===== src/rtl/kbd_cmd_seq_if.sv =====
// Byte-level link between the command sequencer and the PS/2 interface:
// transmit handshake plus the received-byte stream.
interface kbd_cmd_seq_if;
    logic [7:0] tx_data;
    logic       tx_start;
    logic       tx_done;
    logic       tx_err;
    logic [7:0] scode;
    logic       scode_en;

    modport master (
        output tx_data, tx_start,
        input  tx_done, tx_err, scode, scode_en
    );

    modport slave (
        input  tx_data, tx_start,
        output tx_done, tx_err, scode, scode_en
    );
endinterface


===== src/rtl/kbd_cmd_seq.sv =====
// Host-to-keyboard command sequencer: queues reset/LED/typematic requests,
// sends their byte lists with ACK/RESEND retry, and forwards unused scancodes.
module kbd_cmd_seq #(
    parameter logic [25:0] P_ACK_TMO   = 26'd1_000_000,
    parameter logic [25:0] P_BAT_TMO   = 26'd50_000_000,
    parameter logic [1:0]  P_MAX_RETRY = 2'd3
) (
    input  logic          clk,
    input  logic          rst_n,
    input  logic          req_rst,
    input  logic          req_led,
    input  logic [2:0]    led,
    input  logic          req_rate,
    input  logic [7:0]    rate,
    kbd_cmd_seq_if.master kbd,
    output logic [7:0]    fwd_code,
    output logic          fwd_en,
    output logic          busy,
    output logic          done,
    output logic          err,
    output logic [1:0]    err_code
);

    typedef enum logic [2:0] {
        S_IDLE, S_SEND, S_WAIT_TX, S_WAIT_ACK, S_RETRY, S_WAIT_BAT, S_DONE, S_ERR
    } state_t;

    typedef enum logic [1:0] {CMD_RST, CMD_LED, CMD_RATE} cmd_t;

    state_t      state, state_next;
    cmd_t        cmd, grant_cmd;
    logic        pend_rst, pend_led, pend_rate;
    logic [2:0]  led_arg;
    logic [7:0]  rate_arg, cur_arg, cur_byte;
    logic        idx;
    logic [1:0]  retry;
    logic [25:0] timer;
    logic [1:0]  err_code_next;
    logic        grant, last_byte, consumed;
    logic        rx_ack, rx_resend, rx_bat_ok, rx_bat_fail;

    assign grant       = (state == S_IDLE) && (pend_rst || pend_led || pend_rate);
    assign last_byte   = (cmd == CMD_RST) || idx;
    assign rx_ack      = kbd.scode_en && (kbd.scode == 8'hFA);
    assign rx_resend   = kbd.scode_en && (kbd.scode == 8'hFE);
    assign rx_bat_ok   = kbd.scode_en && (kbd.scode == 8'hAA);
    assign rx_bat_fail = kbd.scode_en && (kbd.scode == 8'hFC);
    assign consumed    = ((state == S_WAIT_ACK) && (rx_ack || rx_resend)) ||
                         ((state == S_WAIT_BAT) && (rx_bat_ok || rx_bat_fail));

    always_comb begin
        if (pend_rst)      grant_cmd = CMD_RST;
        else if (pend_led) grant_cmd = CMD_LED;
        else               grant_cmd = CMD_RATE;
    end

    always_comb begin
        case (cmd)
            CMD_RST: cur_byte = 8'hFF;
            CMD_LED: cur_byte = idx ? cur_arg : 8'hED;
            default: cur_byte = idx ? cur_arg : 8'hF3;
        endcase
    end

    // A request in the same cycle as its grant keeps the flag set.
    always_ff @(posedge clk) begin
        if (!rst_n) begin
            pend_rst  <= 1'b0;
            pend_led  <= 1'b0;
            pend_rate <= 1'b0;
            led_arg   <= 3'd0;
            rate_arg  <= 8'd0;
        end else begin
            if (req_rst)
                pend_rst <= 1'b1;
            else if (grant && grant_cmd == CMD_RST)
                pend_rst <= 1'b0;
            if (req_led) begin
                pend_led <= 1'b1;
                led_arg  <= led;
            end else if (grant && grant_cmd == CMD_LED) begin
                pend_led <= 1'b0;
            end
            if (req_rate) begin
                pend_rate <= 1'b1;
                rate_arg  <= rate;
            end else if (grant && grant_cmd == CMD_RATE) begin
                pend_rate <= 1'b0;
            end
        end
    end

    always_ff @(posedge clk) begin
        if (!rst_n) state <= S_IDLE;
        else        state <= state_next;
    end

    always_comb begin
        state_next    = state;
        err_code_next = err_code;
        case (state)
            S_IDLE:    if (grant) state_next = S_SEND;
            S_SEND:    state_next = S_WAIT_TX;
            S_WAIT_TX: begin
                if (kbd.tx_done)     state_next = S_WAIT_ACK;
                else if (kbd.tx_err) state_next = S_RETRY;
            end
            S_WAIT_ACK: begin
                if (rx_ack) begin
                    if (!last_byte)          state_next = S_SEND;
                    else if (cmd == CMD_RST) state_next = S_WAIT_BAT;
                    else                     state_next = S_DONE;
                end else if (rx_resend || timer >= P_ACK_TMO) begin
                    state_next = S_RETRY;
                end
            end
            S_RETRY: begin
                if (retry == P_MAX_RETRY) begin
                    state_next    = S_ERR;
                    err_code_next = 2'd1;
                end else begin
                    state_next = S_SEND;
                end
            end
            S_WAIT_BAT: begin
                if (rx_bat_ok) begin
                    state_next = S_DONE;
                end else if (rx_bat_fail) begin
                    state_next    = S_ERR;
                    err_code_next = 2'd2;
                end else if (timer >= P_BAT_TMO) begin
                    state_next    = S_ERR;
                    err_code_next = 2'd3;
                end
            end
            S_DONE:    state_next = S_IDLE;
            S_ERR:     state_next = S_IDLE;
        endcase
    end

    always_comb begin
        kbd.tx_start = (state == S_SEND);
        kbd.tx_data  = (state == S_SEND) ? cur_byte : 8'h00;
        busy         = (state != S_IDLE);
        done         = (state == S_DONE);
        err          = (state == S_ERR);
    end

    // The argument is frozen at grant so later requests cannot alter a sequence in flight.
    always_ff @(posedge clk) begin
        if (!rst_n) begin
            cmd      <= CMD_RST;
            cur_arg  <= 8'd0;
            idx      <= 1'b0;
            retry    <= 2'd0;
            timer    <= 26'd0;
            err_code <= 2'd0;
            fwd_code <= 8'd0;
            fwd_en   <= 1'b0;
        end else begin
            err_code <= err_code_next;
            if (grant) begin
                cmd   <= grant_cmd;
                idx   <= 1'b0;
                retry <= 2'd0;
                case (grant_cmd)
                    CMD_LED:  cur_arg <= {5'b0, led_arg};
                    CMD_RATE: cur_arg <= rate_arg;
                    default:  cur_arg <= 8'h00;
                endcase
            end
            if (state == S_WAIT_ACK && rx_ack) begin
                idx   <= idx + 1'b1;
                retry <= 2'd0;
            end
            if (state == S_RETRY && retry != P_MAX_RETRY)
                retry <= retry + 2'd1;
            if ((state_next == S_WAIT_ACK && state != S_WAIT_ACK) ||
                (state_next == S_WAIT_BAT && state != S_WAIT_BAT))
                timer <= 26'd0;
            else if ((state == S_WAIT_ACK || state == S_WAIT_BAT) && timer != 26'h3FF_FFFF)
                timer <= timer + 26'd1;
            fwd_en <= kbd.scode_en && !consumed;
            if (kbd.scode_en && !consumed)
                fwd_code <= kbd.scode;
        end
    end

endmodule


===== src/flat_wrapper.sv =====
// flat-port wrapper written by rule: the top's interface ports become plain ports
module kbd_cmd_seq_flat 
#(
    parameter logic [25:0] P_ACK_TMO   = 26'd1_000_000,
    parameter logic [25:0] P_BAT_TMO   = 26'd50_000_000,
    parameter logic [1:0]  P_MAX_RETRY = 2'd3
)
  (clk, rst_n, req_rst, req_led, led, req_rate, rate, fwd_code, fwd_en, busy, done, err, err_code, kbd_tx_data, kbd_tx_start, kbd_tx_done, kbd_tx_err, kbd_scode, kbd_scode_en);
  kbd_cmd_seq_if kbd_i ();
  input  logic clk;
  input  logic rst_n;
  input  logic req_rst;
  input  logic req_led;
  input  logic [2:0] led;
  input  logic req_rate;
  input  logic [7:0] rate;
  output logic [7:0] fwd_code;
  output logic fwd_en;
  output logic busy;
  output logic done;
  output logic err;
  output logic [1:0] err_code;
  output wire logic [$bits(kbd_i.tx_data)-1:0] kbd_tx_data;
  output wire logic [$bits(kbd_i.tx_start)-1:0] kbd_tx_start;
  input wire logic [$bits(kbd_i.tx_done)-1:0] kbd_tx_done;
  input wire logic [$bits(kbd_i.tx_err)-1:0] kbd_tx_err;
  input wire logic [$bits(kbd_i.scode)-1:0] kbd_scode;
  input wire logic [$bits(kbd_i.scode_en)-1:0] kbd_scode_en;
  assign kbd_tx_data = kbd_i.tx_data;
  assign kbd_tx_start = kbd_i.tx_start;
  assign kbd_i.tx_done = kbd_tx_done;
  assign kbd_i.tx_err = kbd_tx_err;
  assign kbd_i.scode = kbd_scode;
  assign kbd_i.scode_en = kbd_scode_en;
  kbd_cmd_seq #(.P_ACK_TMO(P_ACK_TMO), .P_BAT_TMO(P_BAT_TMO), .P_MAX_RETRY(P_MAX_RETRY)) u_core (.clk(clk), .rst_n(rst_n), .req_rst(req_rst), .req_led(req_led), .led(led), .req_rate(req_rate), .rate(rate), .kbd(kbd_i), .fwd_code(fwd_code), .fwd_en(fwd_en), .busy(busy), .done(done), .err(err), .err_code(err_code));
endmodule

===== config.mk =====
export PLATFORM = sky130hd
export DESIGN_NAME = kbd_cmd_seq_flat
export DESIGN_NICKNAME = d
export VERILOG_FILES = /design/src/rtl/kbd_cmd_seq_if.sv /design/src/rtl/kbd_cmd_seq.sv /design/src/flat_wrapper.sv
export SDC_FILE = /design/constraint.sdc
export NUM_CORES = 1
export LEC_CHECK = 0
export BUFFER_PORTS_ARGS = -buffer_cell sky130_fd_sc_hd__buf_2
export CORE_UTILIZATION = 52
export CTS_CLUSTER_SIZE = 24
export DETAILED_ROUTE_END_ITERATION = 6
export GPL_TIMING_DRIVEN = 0
export PLACE_DENSITY = 0.76
export SETUP_SLACK_MARGIN = 0.15
export SLEW_MARGIN = 20
export SYNTH_ARGS = -nofsm -noshare
export SYNTH_HDL_FRONTEND = slang
export SYNTH_SLANG_ARGS = --single-unit

===== constraint.sdc =====
create_clock -name clk -period 1.9 [get_ports clk]
set_input_delay 0.095 -clock clk [delete_from_list [all_inputs] [get_ports clk]]
set_output_delay 0.095 -clock clk [all_outputs]
set_load 0.1 [all_outputs]

## Yosys cells after proc, flatten, opt, wreduce, memory -nomap -nowiden

Index checks and enable logic that the tools add are counted.

| cells by class | value |
|---|---|
| add/sub/neg operators | 3 |
| magnitude comparators | 2 |
| eq/ne operators | 24 |
| mux-type cells | 35 |
| bitwise logic cells | 1 |
| reductions and logical operators | 39 |

Operator list:

| operator | count |
|---|---|
| == test 8 bit, second input constant | 4 |
| case mux 8 bit (2 select lines) | 2 |
| two-way mux 3 bit | 10 |
| adder 26 x 1 -> 26 bit, second input constant | 1 |
| >= comparator 26 x 20 -> 1 bit, second input constant | 1 |
| >= comparator 26 bit, second input constant | 1 |
| != test 26 bit, second input constant | 1 |
| two-way mux 8 bit | 3 |
| case mux 3 bit (7 select lines) | 1 |
| two-way mux 2 bit | 10 |
| logical AND 1 bit | 16 |
| == test 3 bit, second input constant | 5 |
| nonzero test 2 bit | 5 |
| == test 3 x 2 -> 1 bit, second input constant | 3 |
| logical OR 1 bit | 9 |
| two-way mux 1 bit | 8 |
| nonzero test 3 bit | 2 |
| == test 2 x 1 -> 1 bit, second input constant | 2 |
| == test 2 bit, second input constant | 2 |
| zero test 2 bit | 2 |
| != test 2 bit, second input constant | 2 |
| case mux 2 bit (2 select lines) | 1 |
| AND reduction 4 bit | 1 |
| OR reduction 2 bit | 2 |
| other kinds (10) | 10 |

| word-level totals | value |
|---|---|
| flip-flop bits (word level) | 67 |
| input port bits | 27 |
| output and inout bits | 23 |
| word-level logic and storage cells | 118 |

## Longest topological paths before layout

| logic depth | value |
|---|---|
| word-level depth | 10 |
| depth in mapped cells | 8 |
| depth with buffers taken out | 7 |

## Worst setup path after synthesis

Ideal clock, no wire load.

| timing | value |
|---|---|
| path kind | register to register |
| start point | register u_core.state[1] |
| end point | register u_core.timer[14] |
| library setup time | 66 ps |
| arrival time | 2,562 ps |
| data required time | 1,834 ps |
| path slack | -728 ps |
| stages on the path, launching flop included | 9 |
| path buffers | 3 |
| period minus slack after synthesis | 2,628 ps |
| path through | dfxtp_1 or3_1 clkbuf_1 or2_1 nand3_1 a2111o_1 buf_6 buf_12 a21oi_2 |

| between the ends | value |
|---|---|
| word-level cells in the longest chain between the ends | 8 |
| elaborated cells on any way between the ends | 29 |
| classes of those cells | 11 x eq/ne; 9 x mux; 9 x reduce/logical |

Ends and longest elaborated chain:

| element | line | source |
|---|---|---|
| start, declared | kbd_cmd_seq.sv:30 | `state_t state, state_next;` |
| start signal, assigned | kbd_cmd_seq.sv:95 | `else state <= state_next;` |
| two-way mux 3 bit or zero test 3 bit (tied branches) | kbd_cmd_seq.sv:131, kbd_cmd_seq.sv:42, kbd_cmd_seq.sv:101 |  |
| two-way mux 3 bit or logical AND 1 bit (tied branches) | kbd_cmd_seq.sv:128, kbd_cmd_seq.sv:42 |  |
| two-way mux 3 bit, on equally long branches | kbd_cmd_seq.sv:126, kbd_cmd_seq.sv:102 |  |
| case mux 3 bit (7 select lines) | kbd_cmd_seq.sv:101 | `case (state)` |
| == test 3 x 2 -> 1 bit or == test 3 bit (tied branches) | kbd_cmd_seq.sv:178, kbd_cmd_seq.sv:179 |  |
| logical AND 1 bit, on equally long branches | kbd_cmd_seq.sv:178, kbd_cmd_seq.sv:179 |  |
| logical OR 1 bit | kbd_cmd_seq.sv:178 | `if ((state_next == S_WAIT_ACK && state != S_WAIT_ACK) \|\|` |
| OR reduction 2 bit (no line) | -- |  |
| end signal, assigned | kbd_cmd_seq.sv:182 | `timer <= timer + 26'd1;` |
| end, declared | kbd_cmd_seq.sv:37 | `logic [25:0] timer;` |

Several ways; a longest one is shown, not always the timed one.
A chain may end at the register's enable or synchronous reset.

## Worst setup path in the final report

| timing | value |
|---|---|
| start point | register u_core.timer[6] |
| end point | register u_core.timer[1] |

| between the ends | value |
|---|---|
| word-level cells in the longest chain between the ends | 9 |
| elaborated cells on any way between the ends | 17 |
| classes of those cells | 2 x order compare; 3 x eq/ne; 6 x mux; 6 x reduce/logical |

Ends and longest elaborated chain:

| element | line |
|---|---|
| >= comparator 26 bit or >= comparator 26 x 20 -> 1 bit (tied branches) | kbd_cmd_seq.sv:131, kbd_cmd_seq.sv:113 |
| two-way mux 3 bit or logical OR 1 bit (tied branches) | kbd_cmd_seq.sv:131, kbd_cmd_seq.sv:113 |
| two-way mux 3 bit, on equally long branches | kbd_cmd_seq.sv:128, kbd_cmd_seq.sv:113 |
| two-way mux 3 bit, on equally long branches | kbd_cmd_seq.sv:126, kbd_cmd_seq.sv:109 |
| case mux 3 bit (7 select lines) | kbd_cmd_seq.sv:101 |
| == test 3 x 2 -> 1 bit or == test 3 bit (tied branches) | kbd_cmd_seq.sv:178, kbd_cmd_seq.sv:179 |
| logical AND 1 bit, on equally long branches | kbd_cmd_seq.sv:178, kbd_cmd_seq.sv:179 |
| logical OR 1 bit | kbd_cmd_seq.sv:178 |
| OR reduction 2 bit (no line) | -- |

Several ways; a longest one is shown, not always the timed one.

==> flow_metrics.env <==
export IMPL_hp_class="in -> reg"
export IMPL_timing_fmax_mhz=518.1
export IMPL_mostFrequentLayoutCell="dfxtp_1"
export IMPL_yosys_top_cells_area="dfxtp_1 37%, mux2i_1 5.8%, xnor2_1 5.3%"
export IMPL_place_area_sq_mm=0.004103
export IMPL_first_global_vias=3719
export IMPL_p_sw_share_pct=34.35
export IMPL_cts_max_level=3
export IMPL_cts_buffers=9
export IMPL_antenna_found_initial=0
export IMPL_drc=0
export IMPL_period_share_pct=101.6
export IMPL_rsz0062_at_grt="true"
export IMPL_synth_top_area_share_pct=37.24
export IMPL_ys_ff_latch=67
export IMPL_crit_chain="nand4_1 -> nor4_4 -> buf_6 -> buf_4 -> a21oi_1 -> mux2i_1 -> a21oi_2"
export IMPL_power_frac_comb_pct=29.5
export IMPL_vias=3814
export IMPL_io_buffers=48
export IMPL_seq_area_sq_mm=0.001385
export IMPL_finalSetupViolCount=10
export IMPL_fp_dieH_um=85.23
export IMPL_synth_largest_area_cell="dfxtp_1"
export IMPL_p_leak_nw=2.072
export IMPL_drtPass1Iterations=6
export IMPL_clkTransAtPathRegs_ns=0.08
export IMPL_layout_setup_ws_ns=-0.02996
export IMPL_switching_power_mw=1.401
export IMPL_syn_nets=440
export IMPL_synth_area_sq_mm=0.003602
export IMPL_violations="setup timing"
export IMPL_synth_edff_count=0
export IMPL_synth_cell_types=58
export IMPL_fin_skew_ns=0.01336
export IMPL_crit_path_end_kind="register"
export IMPL_diodes=0
export IMPL_peakVddDrop_uv=389.7
export IMPL_multi_input_area_sq_mm=0.002539
export IMPL_synthToLayoutAreaGrowth_pct=53.14
export IMPL_place_inst=535
export IMPL_fin_crit_ns=1.930
export IMPL_routed_via_density=6.336
export IMPL_drt_iter0_drc=278
export IMPL_drv_cap=0
export IMPL_arrival_ns=2.18
export IMPL_fin_hold_ws_ns=0.02161
export IMPL_die_w_um=85.23
export IMPL_dp_slack_ns=-0.3230
export IMPL_cp_start_kind="register"
export IMPL_clock_power_share_pct=34.1
export IMPL_fp_row_count=29
export IMPL_crit_path_top_delay_cell="dfxtp_2"
export IMPL_design_area_sq_mm=0.005517
export IMPL_slowest_delay_ns=0.45
export IMPL_grt_overflow_total=0
export IMPL_worst_pin_slew_ns=0.7142
export IMPL_path_class="reg -> reg"
export IMPL_ctsLongestPathBuffers=2
export IMPL_cts_root_buf="clkbuf_8"
export IMPL_syn_area_per_cell_sq_um=8.786
export IMPL_dieArea_sq_mm=0.007264
export IMPL_internal_power_mw=2.677
export IMPL_status="finished with violations"
export IMPL_cts_tree="yes"
export IMPL_finalWirelength_um=12080
export IMPL_postRouteAntennaNets=0
export IMPL_synth_cells=410
export IMPL_grt_max_degree=14
export IMPL_ios=50
export IMPL_postSynth_asyncResetShare_pct=0
export IMPL_final_cell_mix="44 x dfxtp_1, 38 x buf_2, 35 x nor2_1"
export IMPL_dominantRegCellSynth="dfxtp_1"
export IMPL_ys_seq_area_share_pct=37.24
export IMPL_clock_latency_ns=0.36
export IMPL_clock_sinks=67
export IMPL_wl_per_cell_um=20.07
export IMPL_dp_hpwl_um=6140
export IMPL_fin_nets=550
export IMPL_fillers=319
export IMPL_final_util_pct=84.46
export IMPL_cp_data_required_time_ns=2.15
export IMPL_drive_gt1_share_pct=43.81
export IMPL_grt_pass1_wl_um=18350
export IMPL_max_slew_margin_pct=52.38
export IMPL_pwr_share_seq_pct=36.4
export IMPL_coreArea_sq_mm=0.006531
export IMPL_fin_cells=602
export IMPL_cp_max_fo=6
export IMPL_powerDensity_mw_per_mm2=739.1
export IMPL_grt_usage_pct=32.37
export IMPL_gp_congestion=0.8878
export IMPL_start_util_pct=55.15
export IMPL_hold_viol_final=0
export IMPL_ys_warn_count=0
export IMPL_drv_slew=0
[kinds of logic after synthesis]
logic type	count (synthesis)	share of synthesized area, %
AND/OR/NAND/NOR	163	24.35
AO/OA/AOI/OAI	95	20.01
flip-flops	67	37.24
buffers and inverters	36	5.245
XOR/XNOR	25	6.287
multiplexers	21	5.835
adder cells (fa/ha/maj)	3	1.042
[cell usage after synthesis (4+ instances only)]
| cell type | instances |
|---|---|
| dfxtp_1 | 67 |
| nor2_1 | 41 |
| nand2_1 | 33 |
| a21oi_1 | 27 |
| xnor2_1 | 22 |
| mux2i_1 | 21 |
| a21oi_2 | 20 |
| nand3_1 | 20 |
| clkbuf_1 | 18 |
| inv_1 | 10 |
| a2111oi_0 | 9 |
| and3_1 | 9 |
| nand4_1 | 9 |
| a211oi_1 | 7 |
| a22oi_1 | 6 |
| nor2b_1 | 6 |
| nor3_1 | 6 |
| nand2b_1 | 5 |
| o21ai_0 | 5 |
| and2_1 | 4 |
| and4_1 | 4 |
| or3_1 | 4 |
[per-layer routing]
| layer | vias to the layer above | share of wire, % | global-route usage (%) |
|---|---|---|---|
| li1 | 1717 | - | - |
| met1 | 1832 | 39 | 37.52 |
| met2 | 213 | 50 | 56.09 |
| met3 | 52 | 6.8 | 6.031 |
| met4 | 0 | 4.1 | 18.34 |
| met5 | - | 0 | 0 |
[registers in the layout, indices dropped and copies added (netlist names)]
signal,flops
u_core.err_code,2
u_core.pend_rate,1
u_core.pend_rst,1
u_core.rate_arg,8
u_core.timer,26
u_core.retry,2
u_core.cmd,2
u_core.state,3
u_core.cur_arg,8
u_core.fwd_code,8
u_core.pend_led,1
u_core.idx,1
u_core.led_arg,3
u_core.fwd_en,1
[per-stage QoR]
stage          power (mW)  TNS, ns
6_report            4.077  -0.1562
5_1_grt             4.174  -0.8166
4_1_cts             4.006        0
3_5_place_dp        2.373   -8.521
3_3_place_gp        2.357   -7.230
2_1_floorplan       2.215        0
[path summary, 6_finish.rpt]
path,start,endpoint,slack (ns),cells after the start
worst min register to register,u_core.fwd_code[2]$_SDFFE_PN0P_,u_core.fwd_code[2]$_SDFFE_PN0P_,0.46,2
worst min-delay path,kbd_scode[7],u_core.fwd_code[7]$_SDFFE_PN0P_,0.02,3
worst max register to register,u_core.timer[6]$_SDFFE_PP0P_,u_core.timer[1]$_SDFFE_PP0P_,-0.03,7
worst max-delay path,u_core.timer[6]$_SDFFE_PP0P_,u_core.timer[1]$_SDFFE_PP0P_,-0.03,7
[area by class of cell]
class                      count  area share, %
tap                           77          1.746
clock buffer                   9          2.245
multi-input combinational    307          46.02
buffer                        26          5.375
timing repair buffer          99          16.92
sequential                    67          25.11
clock inverter                 7          1.837
inverter                      10         0.7485
[repair_timing]
item	CTS	global route
cloned	3	1
gates resized for setup	119	62
hold buffers	14	0
endpoints found under the setup margin	57	52
pin swaps	15	17
buffers inserted	26	7
endpoints found under the hold margin	14	0
[power by group through the flow]
stage	sequential, mW	combinational (mW)	clock, mW
global placement	1.51	0.844	0
floorplan	1.59	0.622	0
finish	1.48	1.20	1.39
detailed placement	1.52	0.857	0
CTS	1.48	1.15	1.37
global route	1.49	1.25	1.44
[critical path, delay by kind of cell (launching register included)]
| kind | cells | cell delay, ns |
|---|---|---|
| AO/OA/AOI/OAI | 2 | 0.15 |
| buffers and inverters | 2 | 0.34 |
| AND/OR/NAND/NOR | 2 | 0.69 |
| flip-flops | 1 | 0.45 |
| multiplexers | 1 | 0.19 |
(Power assumes the default switching activity.)
